**config.mk**
```make
export PLATFORM = sky130hd
export DESIGN_NAME = data_mem_responder
export DESIGN_NICKNAME = d
export VERILOG_FILES = /design/src/rtl/data_mem_responder_pkg.sv /design/src/rtl/data_mem_responder_bus_timer.sv /design/src/rtl/data_mem_responder.sv
export SDC_FILE = /design/constraint.sdc
export NUM_CORES = 1
export LEC_CHECK = 0
export CORE_MARGIN = 1.5
export CORE_UTILIZATION = 25
export CTS_CLUSTER_SIZE = 14
export DETAILED_ROUTE_END_ITERATION = 6
export DONT_BUFFER_PORTS = 1
export PLACE_DENSITY_LB_ADDON = 0.05
export SYNTH_ARGS = -nofsm -noshare
export SYNTH_HDL_FRONTEND = slang
export SYNTH_SLANG_ARGS = --single-unit
```
**constraint.sdc**
```tcl
create_clock -name clk_i -period 5.6 [get_ports clk_i]
set_clock_uncertainty 0.15 [all_clocks]
set_input_delay 1.12 -clock clk_i [delete_from_list [all_inputs] [get_ports clk_i]]
set_output_delay 1.12 -clock clk_i [all_outputs]
set_load 0.005 [all_outputs]
```
**src/rtl/data_mem_responder_pkg.sv**
```systemverilog
// Shared types and constants for the data-memory responder: FSM encoding,
// the default bus timeout and a small state classification helper.
package data_mem_responder_pkg;

    localparam int TIMEOUT_CYC_DEF = 16;
    localparam int TMR_W           = 8;

    typedef enum logic [1:0] {
        ST_IDLE   = 2'd0,
        ST_WR_BUS = 2'd1,
        ST_RD_BUS = 2'd2
    } state_e;

    function automatic logic is_bus_state(input state_e s);
        return (s == ST_WR_BUS) || (s == ST_RD_BUS);
    endfunction

endpackage

```
**src/rtl/data_mem_responder_bus_timer.sv**
```systemverilog
// Bus transaction watchdog: counts unacknowledged cycles and flags the cycle
// in which the transaction must be abandoned.
module bus_timer
    import data_mem_responder_pkg::*;
#(
    parameter int TIMEOUT_CYC = TIMEOUT_CYC_DEF
) (
    input  logic clk_i,
    input  logic rst_n_i,
    input  logic clr_i,
    input  logic en_i,
    output logic expired_o
);

    logic [TMR_W-1:0] cnt_q;
    logic [TMR_W-1:0] cnt_d;

    assign expired_o = (cnt_q == TMR_W'(TIMEOUT_CYC - 1));

    // Next count: clear has priority; the count holds once expired.
    always_comb begin
        cnt_d = cnt_q;
        if (clr_i) begin
            cnt_d = {TMR_W{1'b0}};
        end else if (en_i && !expired_o) begin
            cnt_d = cnt_q + TMR_W'(1);
        end else begin
            cnt_d = cnt_q;
        end
    end

    // Counter register with synchronous active-low reset.
    always_ff @(posedge clk_i) begin
        if (!rst_n_i) begin
            cnt_q <= {TMR_W{1'b0}};
        end else begin
            cnt_q <= cnt_d;
        end
    end

endmodule

```
**src/rtl/data_mem_responder.sv**
```systemverilog
// Pipeline data-memory responder: serves reads from a one-entry buffer when
// possible, otherwise runs single bus transactions with a timeout.
module data_mem_responder
    import data_mem_responder_pkg::*;
#(
    parameter int ADR_W       = 16,
    parameter int DAT_W       = 8,
    parameter int TIMEOUT_CYC = TIMEOUT_CYC_DEF
) (
    input  logic             clk_i,
    input  logic             rst_n_i,
    input  logic             mem_rd_en_i,
    input  logic [ADR_W-1:0] mem_rd_adr_i,
    input  logic             mem_wr_en_i,
    input  logic [ADR_W-1:0] mem_wr_adr_i,
    input  logic [DAT_W-1:0] mem_wr_dat_i,
    output logic [DAT_W-1:0] mem_rd_dat_o,
    output logic             mem_stl_o,
    output logic             mem_err_o,
    output logic             bus_req_o,
    output logic             bus_we_o,
    output logic [ADR_W-1:0] bus_adr_o,
    output logic [DAT_W-1:0] bus_wdat_o,
    input  logic             bus_ack_i,
    input  logic [DAT_W-1:0] bus_rdat_i
);

    state_e             state_q, state_d;
    logic [ADR_W-1:0]   wr_adr_q, wr_adr_d;
    logic [DAT_W-1:0]   wr_dat_q, wr_dat_d;
    logic [ADR_W-1:0]   rd_adr_q, rd_adr_d;
    logic               buf_vld_q, buf_vld_d;
    logic [ADR_W-1:0]   buf_adr_q, buf_adr_d;
    logic [DAT_W-1:0]   buf_dat_q, buf_dat_d;
    logic               err_d;
    logic               bus_req_q, bus_we_q;
    logic [ADR_W-1:0]   bus_adr_q;
    logic [DAT_W-1:0]   bus_wdat_q;
    logic [DAT_W-1:0]   rd_dat_s;
    logic               stl_s;
    logic               hit_s;
    logic               expired_s;
    logic               tmr_clr_s;
    logic               tmr_en_s;
    logic               err_q;

    assign hit_s     = buf_vld_q && (mem_rd_adr_i == buf_adr_q);
    assign tmr_clr_s = is_bus_state(state_d) && (state_d != state_q);
    assign tmr_en_s  = is_bus_state(state_q) && !bus_ack_i;

    bus_timer #(
        .TIMEOUT_CYC (TIMEOUT_CYC)
    ) u_bus_timer (
        .clk_i     (clk_i),
        .rst_n_i   (rst_n_i),
        .clr_i     (tmr_clr_s),
        .en_i      (tmr_en_s),
        .expired_o (expired_s)
    );

    // Next-state, buffer update and combinational pipeline responses.
    always_comb begin
        state_d   = state_q;
        wr_adr_d  = wr_adr_q;
        wr_dat_d  = wr_dat_q;
        rd_adr_d  = rd_adr_q;
        buf_vld_d = buf_vld_q;
        buf_adr_d = buf_adr_q;
        buf_dat_d = buf_dat_q;
        rd_dat_s  = {DAT_W{1'b0}};
        stl_s     = 1'b0;
        err_d     = 1'b0;
        case (state_q)
            ST_IDLE: begin
                if (mem_wr_en_i) begin
                    wr_adr_d = mem_wr_adr_i;
                    wr_dat_d = mem_wr_dat_i;
                    stl_s    = 1'b1;
                    state_d  = ST_WR_BUS;
                end else if (mem_rd_en_i && hit_s) begin
                    rd_dat_s = buf_dat_q;
                end else if (mem_rd_en_i) begin
                    rd_adr_d = mem_rd_adr_i;
                    stl_s    = 1'b1;
                    state_d  = ST_RD_BUS;
                end else begin
                    stl_s    = 1'b0;
                end
            end
            ST_RD_BUS: begin
                if (bus_ack_i) begin
                    rd_dat_s  = bus_rdat_i;
                    buf_vld_d = 1'b1;
                    buf_adr_d = rd_adr_q;
                    buf_dat_d = bus_rdat_i;
                    state_d   = ST_IDLE;
                end else if (expired_s) begin
                    rd_dat_s  = {DAT_W{1'b1}};
                    err_d     = 1'b1;
                    state_d   = ST_IDLE;
                end else begin
                    stl_s     = 1'b1;
                end
            end
            ST_WR_BUS: begin
                if (bus_ack_i || expired_s) begin
                    err_d   = !bus_ack_i;
                    state_d = ST_IDLE;
                    if (bus_ack_i && buf_vld_q && (wr_adr_q == buf_adr_q)) begin
                        buf_dat_d = wr_dat_q;
                    end else begin
                        buf_dat_d = buf_dat_q;
                    end
                    // An aborted write never forwards its data to a pending read.
                    if (!mem_rd_en_i) begin
                        stl_s    = 1'b0;
                    end else if (bus_ack_i && (mem_rd_adr_i == wr_adr_q)) begin
                        rd_dat_s = wr_dat_q;
                    end else if (hit_s) begin
                        rd_dat_s = buf_dat_q;
                    end else begin
                        stl_s    = 1'b1;
                        rd_adr_d = mem_rd_adr_i;
                        state_d  = ST_RD_BUS;
                    end
                end else begin
                    stl_s = 1'b1;
                end
            end
            default: begin
                state_d = ST_IDLE;
            end
        endcase
    end

    assign mem_rd_dat_o = rd_dat_s;
    assign mem_stl_o    = stl_s && rst_n_i;
    assign mem_err_o    = err_q;
    assign bus_req_o    = bus_req_q;
    assign bus_we_o     = bus_we_q;
    assign bus_adr_o    = bus_adr_q;
    assign bus_wdat_o   = bus_wdat_q;

    // State, buffer and registered bus outputs with synchronous active-low reset.
    always_ff @(posedge clk_i) begin
        if (!rst_n_i) begin
            state_q    <= ST_IDLE;
            wr_adr_q   <= {ADR_W{1'b0}};
            wr_dat_q   <= {DAT_W{1'b0}};
            rd_adr_q   <= {ADR_W{1'b0}};
            buf_vld_q  <= 1'b0;
            buf_adr_q  <= {ADR_W{1'b0}};
            buf_dat_q  <= {DAT_W{1'b0}};
            err_q      <= 1'b0;
            bus_req_q  <= 1'b0;
            bus_we_q   <= 1'b0;
            bus_adr_q  <= {ADR_W{1'b0}};
            bus_wdat_q <= {DAT_W{1'b0}};
        end else begin
            state_q    <= state_d;
            wr_adr_q   <= wr_adr_d;
            wr_dat_q   <= wr_dat_d;
            rd_adr_q   <= rd_adr_d;
            buf_vld_q  <= buf_vld_d;
            buf_adr_q  <= buf_adr_d;
            buf_dat_q  <= buf_dat_d;
            err_q      <= err_d;
            bus_req_q  <= is_bus_state(state_d);
            bus_we_q   <= (state_d == ST_WR_BUS);
            bus_adr_q  <= (state_d == ST_WR_BUS) ? wr_adr_d :
                          (state_d == ST_RD_BUS) ? rd_adr_d : {ADR_W{1'b0}};
            bus_wdat_q <= (state_d == ST_WR_BUS) ? wr_dat_d : {DAT_W{1'b0}};
        end
    end

endmodule

```
==> flow_summary.toml, run 1 <==
[critical_path]
path_delay_family = "simple AND/OR/NAND/NOR gates"
crit_fanout = 8
crit_arrival_ns = 3.08
crit_required_ns = 4.33
crit_start = "mem_rd_adr_i[12]"
slowest_stage = "nor4_1"
cp-start-kind = "input port"
endpoint_kind = "output port"
worstReg2RegStart = "state_q[1]"
slowest_delay_ns = 0.57
worst-path-buf-inv = 0
crit_type = "in -> out"
crit_chain = "xor2_1 -> nor4_1 -> and4_1 -> nand2_1 -> nor3b_1 -> o21ai_0 -> a21oi_1"

[power_and_ir_drop]
p_per_area_nw_per_um2 = 292
irDropWorstVdd_mv = 0.133
power_mw = 1.65
leakage_nw = 2.07

[timing]
setup_viol = 0
rsz0062_at_grt = "no"
clock.fmax_mhz = 230
finalCriticalPeriod_ns = 4.35
hold_viol = 0
timing.hold.ws_ns = 0.328
min_period_over_period_pct = 77.8
relSlewSlack_pct = 45.2
setup_tns_ns = 0
finalMaxSlewViolations = 0
tightest_slew_ns = 0.822

[synth]
ys_seq_area_share_pct = 39.8
synthDistinctLibCells = 51
synth-xor-area-share_pct = 9.38
synthesis.nets = 657
yosys.area.top_type = "dfxtp_1"
synth_area_um2 = 5140
ys_ff_latch = 102
yosysWarnings = 0
netlist_instances = 597
synth_area_leaders = "dfxtp_1, nand2_1, a21boi_0"
synth_top_area_share_pct = 39.8
synth_area_per_cell_um2 = 8.60
synth_top_family_by_area = "simple AND/OR/NAND/NOR gates"
synth-async-reset-ratio_pct = 0
synth_ff_type = "dfxtp_1"
muxShareOfSynthArea_pct = 1.75
synth-compound-area-share_pct = 18.7
synthSimpleGateAreaFrac_pct = 24.4
synthAdderAreaFrac_pct = 1.71
synth_edf_count = 0

[clock_tree]
path_clk_slew_ns = 0.07
cts.htree.levels = 3
worstSkewPairLatency_ns = 0.35
cts_setup_buffers = 0
cts_buffer_depth = 2
cts_tree = "yes"
cts_made_buffers = 9
hold_buffers = 0
cts_sinks = 102
cts_root_buf = "clkbuf_16"
post_cts_resized = 0

[global_routing]
grt_usage_pct = 16.2
grt_pass1_vias = 4284
antenna_found_initial = 0
grt_max_degree = 81
grt_pass1_wl_um = 26300
overflow = 0

[detailed_routing]
drc = 0
ant_nets = 0
drtIter0Drc = 233
drt-wirelength-per-cell_um = 19.6
vias = 4124
first_pass_iters = 4
via_per_inst = 4.83
finalWirelength_um = 16700

[finish]
syn2layout_area_growth_pct = 9.96
layout-drive-gt1-share_pct = 5.82
layout_commonest_cell = "dfxtp_1"
final_core_util_pct = 28.0
layout_common_cells = "dfxtp_1, nand2_1, a21boi_0"
nets = 639
n_antenna_cell = 0

[placement]
gp_congestion = 0.775
post-dp-hpwl_um = 11400
port_buffers = 0

[die]
std_cell_rows = 52
dieArea_um2 = 21400
io_pins = 89
die_h_um = 146
die_w_um = 146
core-area_um2 = 20200
start_util_pct = 25.5

[job]
maxCapViolations = 0

[hold_path]
hold_class = "reg -> reg"
hold_start = "rd_adr_q[0]"

[outcome]
status = "finished, final reports clean"
==> worst paths after layout <==
check	endpoint	slack, ns	depth (start not counted)
min	buf_adr_q[0]	0.33	2
max	mem_rd_dat_o[2]	1.25	7
max reg2reg	bus_adr_o[15]	1.83	12
min reg2reg	buf_adr_q[0]	0.33	2
==> synth_stat cells (2+ instances only) <==
master and n:
a211o_1 2, a21boi_0 40, a21oi_1 27, a221o_1 15
a22oi_1 15, a31o_2 3, and2_1 35, and3_1 2
and4_1 2, buf_1 3, buf_6 3, clkbuf_1 29
dfxtp_1 102, ha_1 7, inv_1 15, mux2i_1 9
nand2_1 82, nand3_1 28, nand4_1 6, nor2_1 15
nor2b_1 27, nor3_1 11, nor3b_1 8, nor4_1 6
nor4b_1 3, o21a_1 5, o21ai_0 17, o21ai_1 2
or2_2 2, or4_1 2, xnor2_1 24, xor2_1 31
==> sequential cells by signal, summed over array words and instances (netlist names) <==
| name | cells |
|---|---|
| buf_adr_q | 16 |
| rd_adr_q | 16 |
| mem_err_o | 1 |
| buf_dat_q | 8 |
| u_bus_timer.cnt_q | 8 |
| bus_req_o | 1 |
| bus_adr_o | 16 |
| buf_vld_q | 1 |
| bus_wdat_o | 8 |
| wr_adr_q | 16 |
| wr_dat_q | 8 |
| state_q | 2 |
| bus_we_o | 1 |
==> cells by family (layout without fill, tap and decap cells) <==
group / after synthesis / count (layout)
simple gates: 237 / 237
mux: 9 / 9
xor+xnor: 55 / 55
fa+ha+maj: 7 / 7
compound gates: 135 / 135
flops: 102 / 102
buf+inv: 52 / 39
==> layer usage <==
metal  global-route usage [%]  vias up  share of wire [%]
li1                         -     2029                  -
met1                     22.3     1977                 48
met2                     24.5      102                 44
met3                     4.38       16                6.3
met4                     5.45        0                1.7
met5                        0        -                  0
==> where the power goes <==
group | total (mW) | switching (mW) | internal, mW
clock | 0.613 | 0.285 | 0.328
combinational | 0.241 | 0.148 | 0.0934
sequential | 0.797 | 0.0328 | 0.765
total | 1.65 | 0.466 | 1.19
==> final cells by class <==
| cell class | instances | area, um^2 |
|---|---|---|
| clock buffers | 14 | 264 |
| well taps | 270 | 338 |
| fillers | 2184 | 14500 |
| repair buffers | 8 | 60.1 |
| multi-input cells | 443 | 2870 |
| flip-flops and latches | 102 | 2040 |
| clock inverters | 2 | 16.3 |
| inverters | 15 | 56.3 |
==> worst min-delay path, delay by kind of cell, from the launching register on <==
| kind | cells | cell delay, ns |
|---|---|---|
| flip-flops | 1 | 0.32 |
| AND/OR/NAND/NOR | 1 | 0.05 |
| AO/OA/AOI/OAI | 1 | 0.06 |
==> metrics by stage <==
stage               worst slack (ns)  cells  area (um^2)
CTS                             1.27    854         5650
finish                          1.25    854         5650
global route                    1.06    854         5650
global placement                1.21    838         5370
detailed placement              1.21    838         5370
floorplan                       1.43    597         5140
Note: power is estimated with default switching activity, not from simulation.
==> inputs of run 2 (changes only) <==
==> constraint.sdc (replaced) <==
create_clock -name clk_i -period 3.6 [get_ports clk_i]
set_clock_uncertainty 0.15 [all_clocks]
set_input_delay 0.72 -clock clk_i [delete_from_list [all_inputs] [get_ports clk_i]]
set_output_delay 0.72 -clock clk_i [all_outputs]
set_load 0.005 [all_outputs]
==> run 2 against run 1 <==
Against the previous run:
- setup slack lost 1.0 ns
- register-to-register slack lost 1.5 ns
- via count grew 0.34%
- critical path depth grew 1
- die area is the same
- highest routed layer unchanged
- non-clock buffer count grew 13
- largest cell class unchanged
- cell count grew 1.5%
- critical endpoint is now mem_rd_dat_o[3]
- largest power group unchanged
==> flow_summary.toml, run 2 (same netlist as run 1, synthesis figures left out) <==
[detailed_routing]
via_per_inst = 4.77
finalWirelength_um = 17300
drt-wirelength-per-cell_um = 20.0
first_pass_iters = 4
ant_nets = 0
vias = 4138
drtIter0Drc = 221
drc = 0

[finish]
nets = 652
layout_commonest_cell = "dfxtp_1"
multi_input_area_um2 = 2890
n_antenna_cell = 0
fillers = 2195
layout_common_cells = "dfxtp_1, nand2_1, a21boi_0"
seqCellArea_um2 = 2040
fin_cells = 867
syn2layout_area_growth_pct = 12.5
layout-drive-gt1-share_pct = 8.88
final_core_util_pct = 28.6

[clock_tree]
cts.htree.levels = 3
cts_tree = "yes"
hold_buffers = 0
worstSkewPairLatency_ns = 0.36
cts_made_buffers = 9
cts_root_buf = "clkbuf_16"
cts_sinks = 102
path_clk_slew_ns = 0.08
cts_setup_buffers = 0
cts_buffer_depth = 2

[hold_path]
hold_class = "in -> reg"
hold_path_depth = 2

[timing]
tightest_slew_ns = 0.825
setup_viol = 0
min_period_over_period_pct = 94.5
relSlewSlack_pct = 45.0
hold_viol = 0
rsz0062_at_grt = "no"
finalCriticalPeriod_ns = 3.40
setup_tns_ns = 0
clock.fmax_mhz = 294
finalMaxSlewViolations = 0

[die]
die_h_um = 146
die_w_um = 146
std_cell_rows = 52
core-area_um2 = 20200
start_util_pct = 25.5
io_pins = 89
dieArea_um2 = 21400

[placement]
gp_congestion = 0.762
port_buffers = 0
post-dp-hpwl_um = 11900
place_inst = 851

[critical_path]
cp-start-kind = "flip-flop"
endpoint_kind = "output port"
r2r_cells = 13
crit_arrival_ns = 2.53
crit_required_ns = 2.73
crit_type = "reg -> out"
crit_fanout = 8

[global_routing]
antenna_found_initial = 0
grt_usage_pct = 16.5
grt_max_degree = 81
grt_pass1_wl_um = 26700
grt_pass1_vias = 4293
overflow = 0

[power_and_ir_drop]
irDropWorstVdd_mv = 0.216
leakage_nw = 2.14
p_per_area_nw_per_um2 = 449

[job]
maxCapViolations = 0

[outcome]
status = "finished, final reports clean"
-- run 2: cell count changes in the layout (fill, tap and decap cells not counted), sizes merged --
cell    delta
buf       +13
clkbuf     -3
clkinv     +3
-- run 2: stage by stage --
| stage | area, um^2 | power (mW) | setup WS, ns | hold slack (ns) |
|---|---|---|---|---|
| global placement | 5490 | 1.67 | -0.120 | 0.323 |
| global route | 5780 | 2.72 | 0.0137 | 0.320 |
| floorplan | 5160 | 1.54 | -0.00190 | 0.304 |
| detailed placement | 5490 | 1.67 | -0.131 | 0.328 |
| CTS | 5770 | 2.63 | 0.0580 | 0.327 |
| finish | 5780 | 2.59 | 0.198 | 0.330 |
-- run 2: cell type report --
class,count,share of cell area [%]
clock buffer,11,4.20
timing repair buffer,21,2.95
sequential,102,35.3
multi-input combinational,443,50.1
inverter,15,0.975
clock inverter,5,0.606
tap,270,5.85
-- run 2: per-layer routing --
layer	up-vias	wire length, um	track usage, %
met5	-	0	0
li1	2056	-	-
met4	0	191	4.29
met1	2005	8500	22.8
met2	65	7910	26.1
met3	12	718	3.69
-- run 2: worst max-delay path: stages (launching register included) --
cell and delay [ns]:
dfxtp_1 0.34, xor2_1 0.22, nor4_2 0.32, buf_4 0.16
nand4_1 0.12, nor2_1 0.17, and3_1 0.42, a21oi_1 0.13
a21oi_1 0.28
-- run 2: path summary, 6_finish.rpt --
check	start	endpoint	slack [ns]
worst max register to register	buf_adr_q[10]	bus_adr_o[14]	0.32
worst min-delay path	rst_n_i	u_bus_timer.cnt_q[0]	0.33
worst min register to register	rd_adr_q[15]	buf_adr_q[15]	0.34
worst max-delay path	buf_adr_q[10]	mem_rd_dat_o[3]	0.20
-- run 2: timing repair --
item,4_1_cts,5_1_grt
hold endpoints to repair,0,0
resized for setup,1,1
endpoints found under the setup margin,2,6
pin swaps,0,0
-- run 2: power breakdown --
part / total (mW) / leakage, nW / switching [mW] / internal [mW]
clock: 0.953 / 0.135 / 0.463 / 0.489
combinational: 0.401 / 1.17 / 0.239 / 0.162
sequential: 1.24 / 0.830 / 0.0519 / 1.19
total: 2.59 / 2.14 / 0.754 / 1.84
==> inputs of run 3 (changes only) <==
--- a/config.mk
+++ b/config.mk
@@ -5,12 +5,14 @@
 export SDC_FILE = /design/constraint.sdc
 export NUM_CORES = 1
 export LEC_CHECK = 0
+export CAP_MARGIN = 20
 export CORE_MARGIN = 1.5
 export CORE_UTILIZATION = 25
 export CTS_CLUSTER_SIZE = 14
 export DETAILED_ROUTE_END_ITERATION = 6
 export DONT_BUFFER_PORTS = 1
-export PLACE_DENSITY_LB_ADDON = 0.05
+export MAX_ROUTING_LAYER = met4
+export PLACE_DENSITY = 0.4
 export SYNTH_ARGS = -nofsm -noshare
 export SYNTH_HDL_FRONTEND = slang
 export SYNTH_SLANG_ARGS = --single-unit
==> run 3 against run 2 <==
Against the previous run:
- combinational power shrank 3%
- maximum frequency down 0.50%
- sequential power barely moved
- first-iteration DRC count is 1.4% higher
- register-to-register slack lost 0.03 ns
- critical path depth did not move
- core utilization unchanged
- worst hold slack improved by 0.0080 ns
- non-clock buffer count is 4 lower
==> flow_summary.toml, run 3 (same netlist as run 1, synthesis figures left out) <==
[outcome]
status = "finished, final reports clean"

[timing]
finalMaxSlewViolations = 0
finalCriticalPeriod_ns = 3.42
hold_viol = 0
timing.hold.ws_ns = 0.338
min_period_over_period_pct = 95.0
tightest_slew_ns = 0.775
clock.fmax_mhz = 292
rsz0062_at_grt = "no"
setup_viol = 0
relSlewSlack_pct = 48.3

[global_routing]
overflow = 0
grt_max_degree = 81
antenna_found_initial = 0
grt_pass1_wl_um = 25100
grt_pass1_vias = 4345
grt_usage_pct = 15.7

[critical_path]
crit_required_ns = 2.73
crit_fanout = 8
crit_path_frequent_cell = "a21oi_1"
worst-path-buf-inv = 1
path_delay_family = "simple AND/OR/NAND/NOR gates"
cp-start-kind = "flip-flop"
slowest_delay_ns = 0.42
crit_type = "reg -> out"
endpoint_kind = "output port"
crit_chain = "xor2_1 -> nor4_1 -> buf_4 -> nand4_1 -> nor2_1 -> and3_1 -> a21oi_1 -> a21oi_1"
slowest_stage = "and3_1"
crit_arrival_ns = 2.55

[finish]
layout_common_cells = "dfxtp_1, nand2_1, a21boi_0"
fin_cells = 864
final_core_util_pct = 28.6
syn2layout_area_growth_pct = 12.5
layout-drive-gt1-share_pct = 8.43
layout_commonest_cell = "dfxtp_1"
final_cell_area_um2 = 5780
nets = 648

[power_and_ir_drop]
power_mw = 2.66
leakage_nw = 2.14
p_per_area_nw_per_um2 = 460
irDropWorstVdd_mv = 0.243

[detailed_routing]
finalWirelength_um = 16000
drt-wirelength-per-cell_um = 18.5
first_pass_iters = 4
drtIter0Drc = 224
ant_nets = 0
via_per_inst = 4.83
drc = 0
vias = 4169

[placement]
port_buffers = 0
place_inst = 847
gp_congestion = 0.795
post-dp-hpwl_um = 11300
placed_cell_area_um2 = 5460

[clock_tree]
cts_root_buf = "clkbuf_16"
worstSkewPairLatency_ns = 0.36
cts_setup_buffers = 0
hold_buffers = 0
path_clk_slew_ns = 0.08
cts_made_buffers = 9
cts.htree.levels = 3
cts_sinks = 102
cts_buffer_depth = 2
cts_tree = "yes"

[die]
std_cell_rows = 52
die_h_um = 146
io_pins = 89
core-area_um2 = 20200
dieArea_um2 = 21400
die_w_um = 146
start_util_pct = 25.5

[hold_path]
hold_class = "in -> reg"

[job]
maxCapViolations = 0
[run 3: path summary, 6_finish.rpt]
path / end / depth (start not counted) / slack, ns / start
hold reg to reg: buf_adr_q[6] / 2 / 0.34 / rd_adr_q[6]
hold / removal: bus_adr_o[10] / 1 / 0.34 / mem_rd_adr_i[10]
setup / recovery: mem_rd_dat_o[7] / 8 / 0.18 / buf_adr_q[10]
setup reg to reg: bus_adr_o[13] / 13 / 0.29 / buf_adr_q[10]
[run 3: cell type report]
type	instances	area [um^2]
diodes	1	2.50
clock buffers	9	225
clock inverters	7	80.1
fillers	2172	14400
inverters	15	56.3
multi-input cells	443	2890
flip-flops and latches	102	2040
well taps	270	338
repair buffers	17	140
[run 3: routing by layer]
layer | GRT usage, % | vias to the layer above | share of wire [%]
li1 | - | 2061 | -
met1 | 19.7 | 2027 | 48
met2 | 25.1 | 72 | 47
met3 | 4.06 | 9 | 4.1
met4 | 3.84 | 0 | 0.94
met5 | - | - | 0
[run 3: what timing repair did]
action / CTS / global route
setup endpoints to repair: 0 / 2
gates resized for setup: 0 / 2
hold endpoints to repair: 0 / 0
[run 3: through the flow]
| step | setup TNS (ns) | worst slack, ns |
|---|---|---|
| final | 0 | 0.180 |
| after global routing | 0 | 0.0386 |
| after detailed placement | -0.978 | -0.0744 |
| after floorplan | -0.0190 | -0.00190 |
| after global placement | -0.0702 | -0.00800 |
| after CTS | 0 | 0.126 |
[run 3: where the power goes]
group          switching, mW  total [mW]  internal, mW
sequential            0.0504        1.24          1.19
clock                  0.479        1.03         0.551
combinational          0.230       0.389         0.159
